--- src/rtl/multi_phase_signal_control_if.sv ---
// rtl/multi_phase_signal_control_if.sv - signal bundle between the controller and its environment
// Purpose: groups timebase, sensor inputs and light/phase outputs of multi_phase_signal_control.
// Ports (signals):
//   tick         timebase strobe (master -> controller)
//   req          per-approach vehicle sensors, level (master -> controller)
//   lights       2 bits per approach, RED=0 YELLOW=1 GREEN=2 (controller -> master)
//   active       approach owning the right of way (controller -> master)
//   phase        0=GREEN 1=YELLOW 2=ALLRED (controller -> master)
//   preempt      emergency request, present only with PREEMPT_EN (master -> controller)
//   preempt_sel  approach to preempt to, present only with PREEMPT_EN (master -> controller)
interface multi_phase_signal_control_if #(
  parameter int N_APPR = 4
) ();
  localparam int IDX_W = $clog2(N_APPR);

  logic                  tick;
  logic [N_APPR-1:0]     req;
  logic [2*N_APPR-1:0]   lights;
  logic [IDX_W-1:0]      active;
  logic [1:0]            phase;
`ifdef PREEMPT_EN
  logic                  preempt;
  logic [IDX_W-1:0]      preempt_sel;

  modport master (output tick, req, preempt, preempt_sel, input lights, active, phase);
  modport slave  (input tick, req, preempt, preempt_sel, output lights, active, phase);
`else
  modport master (output tick, req, input lights, active, phase);
  modport slave  (input tick, req, output lights, active, phase);
`endif
endinterface

--- src/rtl/multi_phase_signal_control.sv ---
// rtl/multi_phase_signal_control.sv - N-approach tick-timed traffic signal controller
// Purpose: cycles GREEN -> YELLOW -> ALLRED -> next GREEN, serving latched requests
//   round-robin with min/max green limits, resting on HOME when there is no demand.
//   Optional emergency preemption is compiled in when the macro PREEMPT_EN is defined.
// Ports:
//   clock   system clock, rising edge
//   clear   asynchronous active-high reset
//   sig     multi_phase_signal_control_if.slave: tick, req, [preempt, preempt_sel] in;
//           lights, active, phase out (all registered)
module multi_phase_signal_control #(
  parameter int N_APPR    = 4,
  parameter int HOME      = 0,
  parameter int CNT_W     = 8,
  parameter int MIN_GREEN = 4,
  parameter int MAX_GREEN = 20,
  parameter int YELLOW_T  = 3,
  parameter int ALLRED_T  = 2
) (
  input  logic                               clock,
  input  logic                               clear,
  multi_phase_signal_control_if.slave        sig
);
  localparam int IDX_W = $clog2(N_APPR);

  generate
    if (N_APPR < 2 || N_APPR > 8) begin : g_bad_n
      $error("N_APPR must be in 2..8");
    end
    if (HOME < 0 || HOME >= N_APPR) begin : g_bad_home
      $error("HOME must be a valid approach index");
    end
    if (CNT_W < 1 || CNT_W > 30) begin : g_bad_cnt_w
      $error("CNT_W must be in 1..30");
    end
    if (MIN_GREEN < 1 || MAX_GREEN < MIN_GREEN || MAX_GREEN >= (1 << CNT_W)) begin : g_bad_green
      $error("need 1 <= MIN_GREEN <= MAX_GREEN < 2**CNT_W");
    end
    if (YELLOW_T < 1 || YELLOW_T >= (1 << CNT_W) || ALLRED_T < 1 || ALLRED_T >= (1 << CNT_W)) begin : g_bad_clear
      $error("YELLOW_T and ALLRED_T must be in 1..2**CNT_W-1");
    end
  endgenerate

  typedef enum logic [1:0] {
    GREEN  = 2'd0,
    YELLOW = 2'd1,
    ALLRED = 2'd2
  } phase_t;

  localparam logic [IDX_W-1:0] HOME_I = IDX_W'(HOME);
  localparam logic [CNT_W-1:0] MIN_G  = CNT_W'(MIN_GREEN);
  localparam logic [CNT_W-1:0] MAX_G  = CNT_W'(MAX_GREEN);
  localparam logic [CNT_W-1:0] YEL_T  = CNT_W'(YELLOW_T);
  localparam logic [CNT_W-1:0] AR_T   = CNT_W'(ALLRED_T);
  localparam logic [CNT_W-1:0] T_SAT  = '1;

  phase_t              phase_q;
  logic [IDX_W-1:0]    active_q;
  logic [IDX_W-1:0]    target_q;
  logic [CNT_W-1:0]    timer_q;
  logic [N_APPR-1:0]   pend_q;
  logic [2*N_APPR-1:0] lights_q;

  phase_t              nxt_phase;
  logic [IDX_W-1:0]    nxt_active;
  logic [IDX_W-1:0]    nxt_target;
  logic [CNT_W-1:0]    nxt_timer;
  logic [N_APPR-1:0]   nxt_pend;
  logic [CNT_W-1:0]    cnt;
  logic [N_APPR-1:0]   act_mask;
  logic [N_APPR-1:0]   others;
  logic [IDX_W-1:0]    scan_tgt;
  logic [IDX_W-1:0]    idx;
  logic                found;

  // Only the owning approach ever shows a colour; everyone else is RED.
  function automatic logic [2*N_APPR-1:0] decode(input phase_t ph, input logic [IDX_W-1:0] a);
    logic [1:0] code;
    decode = '0;
    code = (ph == GREEN) ? 2'd2 : (ph == YELLOW) ? 2'd1 : 2'd0;
    for (int i = 0; i < N_APPR; i++) begin
      if (IDX_W'(i) == a) decode[2*i +: 2] = code;
    end
  endfunction

  always_comb begin
    // cnt is the timer value including this cycle's tick, saturating.
    cnt = (sig.tick && timer_q != T_SAT) ? timer_q + 1'b1 : timer_q;

    act_mask = '0;
    act_mask[active_q] = 1'b1;
    others = pend_q & ~act_mask;

    // Round-robin: first pending approach after the active one, wrapping.
    scan_tgt = active_q;
    found    = 1'b0;
    idx      = '0;
    for (int k = 1; k < N_APPR; k++) begin
      idx = IDX_W'((int'(active_q) + k) % N_APPR);
      if (!found && others[idx]) begin
        scan_tgt = idx;
        found    = 1'b1;
      end
    end

    nxt_phase  = phase_q;
    nxt_active = active_q;
    nxt_target = target_q;
    case (phase_q)
      GREEN: begin
        if (sig.tick && cnt >= MIN_G) begin
          if (found && (!sig.req[active_q] || cnt >= MAX_G)) begin
            nxt_phase  = YELLOW;
            nxt_target = scan_tgt;
          end else if (!found && active_q != HOME_I && !sig.req[active_q]) begin
            nxt_phase  = YELLOW;
            nxt_target = HOME_I;
          end
        end
      end
      YELLOW: begin
        if (sig.tick && cnt == YEL_T) nxt_phase = ALLRED;
      end
      ALLRED: begin
        if (sig.tick && cnt == AR_T) begin
          nxt_phase  = GREEN;
          nxt_active = target_q;
        end
      end
      default: begin
        nxt_phase = GREEN;
      end
    endcase

`ifdef PREEMPT_EN
    // Preemption overrides the normal green decision; clearance timing is untouched.
    if (sig.preempt) begin
      case (phase_q)
        GREEN: begin
          if (sig.preempt_sel == active_q || !sig.tick) begin
            nxt_phase  = GREEN;
            nxt_target = target_q;
          end else begin
            nxt_phase  = YELLOW;
            nxt_target = sig.preempt_sel;
          end
        end
        default: begin
          nxt_target = sig.preempt_sel;
          if (nxt_phase == GREEN) nxt_active = sig.preempt_sel;
        end
      endcase
    end
`endif

    nxt_pend = pend_q | (sig.req & ~act_mask);
    if (phase_q == ALLRED && nxt_phase == GREEN) nxt_pend[nxt_active] = 1'b0;

    nxt_timer = (nxt_phase != phase_q) ? '0 : cnt;
  end

  always_ff @(posedge clock or posedge clear) begin
    if (clear) begin
      phase_q  <= GREEN;
      active_q <= HOME_I;
      target_q <= HOME_I;
      timer_q  <= '0;
      pend_q   <= '0;
      lights_q <= decode(GREEN, HOME_I);
    end else begin
      phase_q  <= nxt_phase;
      active_q <= nxt_active;
      target_q <= nxt_target;
      timer_q  <= nxt_timer;
      pend_q   <= nxt_pend;
      lights_q <= decode(nxt_phase, nxt_active);
    end
  end

  assign sig.lights = lights_q;
  assign sig.active = active_q;
  assign sig.phase  = phase_q;
endmodule
--- src/flat_wrapper.sv ---
// flat-port wrapper written by rule: the top's interface ports become plain ports
module multi_phase_signal_control_flat 
#(
  parameter int N_APPR    = 4,
  parameter int HOME      = 0,
  parameter int CNT_W     = 8,
  parameter int MIN_GREEN = 4,
  parameter int MAX_GREEN = 20,
  parameter int YELLOW_T  = 3,
  parameter int ALLRED_T  = 2
)
  (clock, clear, sig_tick, sig_req, sig_lights, sig_active, sig_phase);
  multi_phase_signal_control_if #(.N_APPR(N_APPR)) sig_i ();
  input  logic clock;
  input  logic clear;
  input wire logic [$bits(sig_i.tick)-1:0] sig_tick;
  input wire logic [$bits(sig_i.req)-1:0] sig_req;
  output wire logic [$bits(sig_i.lights)-1:0] sig_lights;
  output wire logic [$bits(sig_i.active)-1:0] sig_active;
  output wire logic [$bits(sig_i.phase)-1:0] sig_phase;
  assign sig_i.tick = sig_tick;
  assign sig_i.req = sig_req;
  assign sig_lights = sig_i.lights;
  assign sig_active = sig_i.active;
  assign sig_phase = sig_i.phase;
  multi_phase_signal_control #(.N_APPR(N_APPR), .HOME(HOME), .CNT_W(CNT_W), .MIN_GREEN(MIN_GREEN), .MAX_GREEN(MAX_GREEN), .YELLOW_T(YELLOW_T), .ALLRED_T(ALLRED_T)) u_core (.clock(clock), .clear(clear), .sig(sig_i));
endmodule
--- config.mk ---
export PLATFORM = sky130hd
export DESIGN_NAME = multi_phase_signal_control_flat
export DESIGN_NICKNAME = d
export VERILOG_FILES = /design/src/rtl/multi_phase_signal_control_if.sv /design/src/rtl/multi_phase_signal_control.sv /design/src/flat_wrapper.sv
export SDC_FILE = /design/constraint.sdc
export NUM_CORES = 1
export LEC_CHECK = 0
export ABC_AREA = 0
export CELL_PAD_IN_SITES_DETAIL_PLACEMENT = 0
export CELL_PAD_IN_SITES_GLOBAL_PLACEMENT = 1
export CORE_ASPECT_RATIO = 1.5
export CORE_UTILIZATION = 43
export CTS_BUF_LIST = sky130_fd_sc_hd__clkbuf_16
export CTS_CLUSTER_DIAMETER = 50
export CTS_CLUSTER_SIZE = 20
export DETAILED_ROUTE_END_ITERATION = 12
export GPL_ROUTABILITY_DRIVEN = 0
export PLACE_DENSITY = 0.9
export SYNTH_ARGS = -nofsm -noshare
export SYNTH_HDL_FRONTEND = slang
export SYNTH_SLANG_ARGS = --single-unit
--- constraint.sdc ---
create_clock -name clock -period 2.6 [get_ports clock]
set_input_delay 0.39 -clock clock [delete_from_list [all_inputs] [get_ports clock]]
set_output_delay 0.39 -clock clock [all_outputs]
set_load 0.01 [all_outputs]
==> results.json <==
{
  "clkPwrFrac": 0.175,
  "ir_drop_mv": 0.803,
  "synthAdderAreaFrac": 0.0400,
  "io_pins": 19,
  "async_flop_share": 1.00,
  "synth_top_cell_by_area": "dfrtp_1",
  "vias_per_cell": 5.87,
  "clockBufferDepth": 2,
  "ys_top_cells_by_area": "dfrtp_1, a21oi_1, nor3_1, ha_1, nor2_1",
  "synth-xor-area-share": 0.0193,
  "yosys_warnings": 0,
  "drt_first_pass_iters": 4,
  "yosysMostFrequentCell": "dfrtp_1",
  "die_area_um2": 4490,
  "cts.sinks": 26,
  "fin_nets": 242,
  "synth_mux_area_frac": 0.0710,
  "drive_gt1_frac": 0.214,
  "setup-tns-final_ns": 0,
  "end_kind": "register",
  "finalSetupViolations": 0,
  "drc": 0,
  "p_comb_frac": 0.555,
  "reg2reg_to": "u_core.timer_q[5]$_DFF_PP0_",
  "worst_setup_path_start_kind": "register",
  "slew_headroom": 0.718,
  "grt_pass1_wl_um": 7250,
  "reg2reg_slack_ns": 0.20,
  "fin_hold_ws_ns": 0.484,
  "netlist.area_leader.share": 0.345,
  "fin_crit_ns": 2.40,
  "antennaDiodeCount": 0,
  "clk_latency_ns": 0.26,
  "syn_area_per_cell_um2": 9.31,
  "place_ws_ns": 0.0361,
  "antenna_found_initial": 0,
  "cts_root_buffer": "clkbuf_16",
  "numPortBuffers": 18,
  "hold_viol": 0,
  "dp_hpwl_um": 3490,
  "dr.first_iter.drc_count": 61,
  "p_sw_mw": 1.11,
  "top_layer_used": "met4",
  "core_um2": 3990,
  "ant_nets": 0,
  "grt_usage": 0.225,
  "yosys.area_share.simple": 0.242,
  "clkTransAtPathRegs_ns": 0.07,
  "synthDistinctLibCells": 57,
  "num_rows": 28,
  "synth_edf_count": 0,
  "wl_um": 4590,
  "cts_buffers": 3,
  "path_class": "register to register",
  "finalInstanceArea_um2": 2250,
  "grt_max_degree": 27,
  "wl_per_cell_um": 16.7,
  "grt_pass1_vias": 1566,
  "synth-compound-area-share": 0.205,
  "slew_violations": 0,
  "layout_setup_ws_ns": 0.202,
  "worstPathRequired_ns": 2.76,
  "path_max_fanout": 8,
  "placed_area_um2": 2140,
  "wl_met3_um": 97,
  "fmax_ghz": 0.417,
  "min_path_type": "input port to async pin",
  "vias": 1608,
  "clock-skew-final_ns": 0.00498,
  "post_cts_buffers": 0,
  "ys_seq_elements": 26,
  "met1_length_um": 1820,
  "cts_max_level": 1,
  "area_delta_synth_final_pct": 23.9,
  "die_w_um": 55.1,
  "drv_cap": 0,
  "r2r-start": "u_core.sig.active[1]$_DFF_PP0_",
  "reg2reg_depth": 9,
  "cts_tree": "done",
  "synthTopCellsByCount": "dfrtp_1, a21oi_1, nor2_1",
  "power.density_nw_per_um2": 1160,
  "worst_ep_arrival_time_ns": 2.56,
  "netlist_area_um2": 1820,
  "die_h_um": 81.6,
  "route.met2.wl_um": 2540,
  "grt_setup_unrepaired": "false",
  "power.leakage_nw": 0.943,
  "initial_core_util": 0.455,
  "overflow": 0,
  "power_mw": 2.61,
  "status": "finished, final reports clean",
  "pwr-share-seq": 0.270,
  "finalCritPeriodShare": 0.922,
  "synth_cells": 195,
  "worstMarginPinSlew_ns": 0.422,
  "p_int_mw": 1.50,
  "syn_nets": 207,
  "synthFlopType": "dfrtp_1",
  "ys_seq_area_frac": 0.359,
  "synth_top_family_by_area": "simple AND/OR/NAND/NOR gates",
  "netSwitchingFraction": 0.426
}
## power groups by stage
stage	Combinational (mW)	Sequential [mW]	Clock (mW)
CTS	1.45	0.702	0.459
global route	1.58	0.726	0.478
detailed placement	1.43	0.709	0
floorplan	0.979	0.670	0
global placement	1.41	0.705	0
finish	1.45	0.704	0.458
## layout by cell type (no fill, tap or decap), types with 3 or more instances in the layout
master	netlist	layout
dfrtp_1	25	25
buf_4	2	21
clkdlybuf4s50_1	0	18
a21oi_1	17	17
nor2_1	15	15
nand2_1	14	14
nor3_1	14	14
inv_1	13	13
o21ai_0	10	10
nand3_1	6	6
mux2i_1	5	5
ha_1	5	5
a31oi_1	4	4
mux2_2	4	4
xor2_1	3	3
nor3b_1	3	3
o22ai_1	3	3
clkbuf_16	0	3
## per-stage QoR
| stage | cells | utilization |
|---|---|---|
| after floorplan | 195 | - |
| after global placement | 270 | 0.536 |
| after detailed placement | 270 | 0.536 |
| after CTS | 274 | 0.563 |
| after global routing | 274 | 0.563 |
| final | 274 | 0.563 |
## worst max-delay path, cell delays in order (launching register included)
cell	delay [ns]
dfrtp_1	0.48
inv_1	0.23
ha_1	0.20
and3b_1	0.17
a21oi_1	0.21
a22oi_1	0.18
o221ai_2	0.28
nor2_4	0.06
buf_4	0.17
a2111oi_2	0.32
## worst max-delay path by stage
stage,cells after the start,from,slack (ns),endpoint
detailed placement,8,sig_tick,0.04,u_core.timer_q[5]$_DFF_PP0_
finish,9,u_core.sig.active[1]$_DFF_PP0_,0.20,u_core.timer_q[5]$_DFF_PP0_
global route,9,u_core.sig.active[1]$_DFF_PP0_,0.06,u_core.timer_q[5]$_DFF_PP0_
CTS,8,u_core.sig.active[0]$_DFF_PP0_,0.11,u_core.sig.lights[2]$_DFF_PP0_
floorplan,9,u_core.sig.active[0]$_DFF_PP0_,0.18,u_core.target_q[1]$_DFFE_PP0P_
global placement,8,sig_tick,0.08,u_core.timer_q[5]$_DFF_PP0_
## sequential cells by signal, indices dropped and copies added (netlist names)
register / cells
u_core.sig.lights: 8
u_core.sig.phase: 2
u_core.target_q: 2
u_core.sig.active: 2
u_core.timer_q: 8
u_core.pend_q: 4
## kinds of logic (layout without fill, tap and decap cells)
| kind of cell | after synthesis | in the layout |
|---|---|---|
| DFF | 26 | 26 |
| buffers and inverters | 22 | 56 |
| xor gates and xnor gates | 4 | 4 |
| and+or+nand+nor | 75 | 75 |
| muxes | 11 | 11 |
| adders and majority gates | 6 | 6 |
| AOI/OAI and AO/OA | 51 | 51 |
## cell type report
cell class | instances | area (µm²)
clock inverter | 1 | 30.0
sequential | 26 | 652
inverter | 13 | 48.8
tap | 45 | 56.3
fill | 370 | 1740
clock buffer | 3 | 75.1
multi-input combinational | 147 | 1050
timing repair buffer | 39 | 338
## metal layers
| metal | up-vias | global-route usage |
|---|---|---|
| met5 | - | 0 |
| li1 | 779 | - |
| met3 | 13 | 0.0259 |
| met1 | 788 | 0.240 |
| met4 | 0 | 0.0900 |
| met2 | 28 | 0.422 |
## what timing repair did
action                     CTS  global route
setup endpoints to repair    0             5
resized for setup            0             1
hold buffers                 0             0
Note: power is estimated with default switching activity, not from simulation.
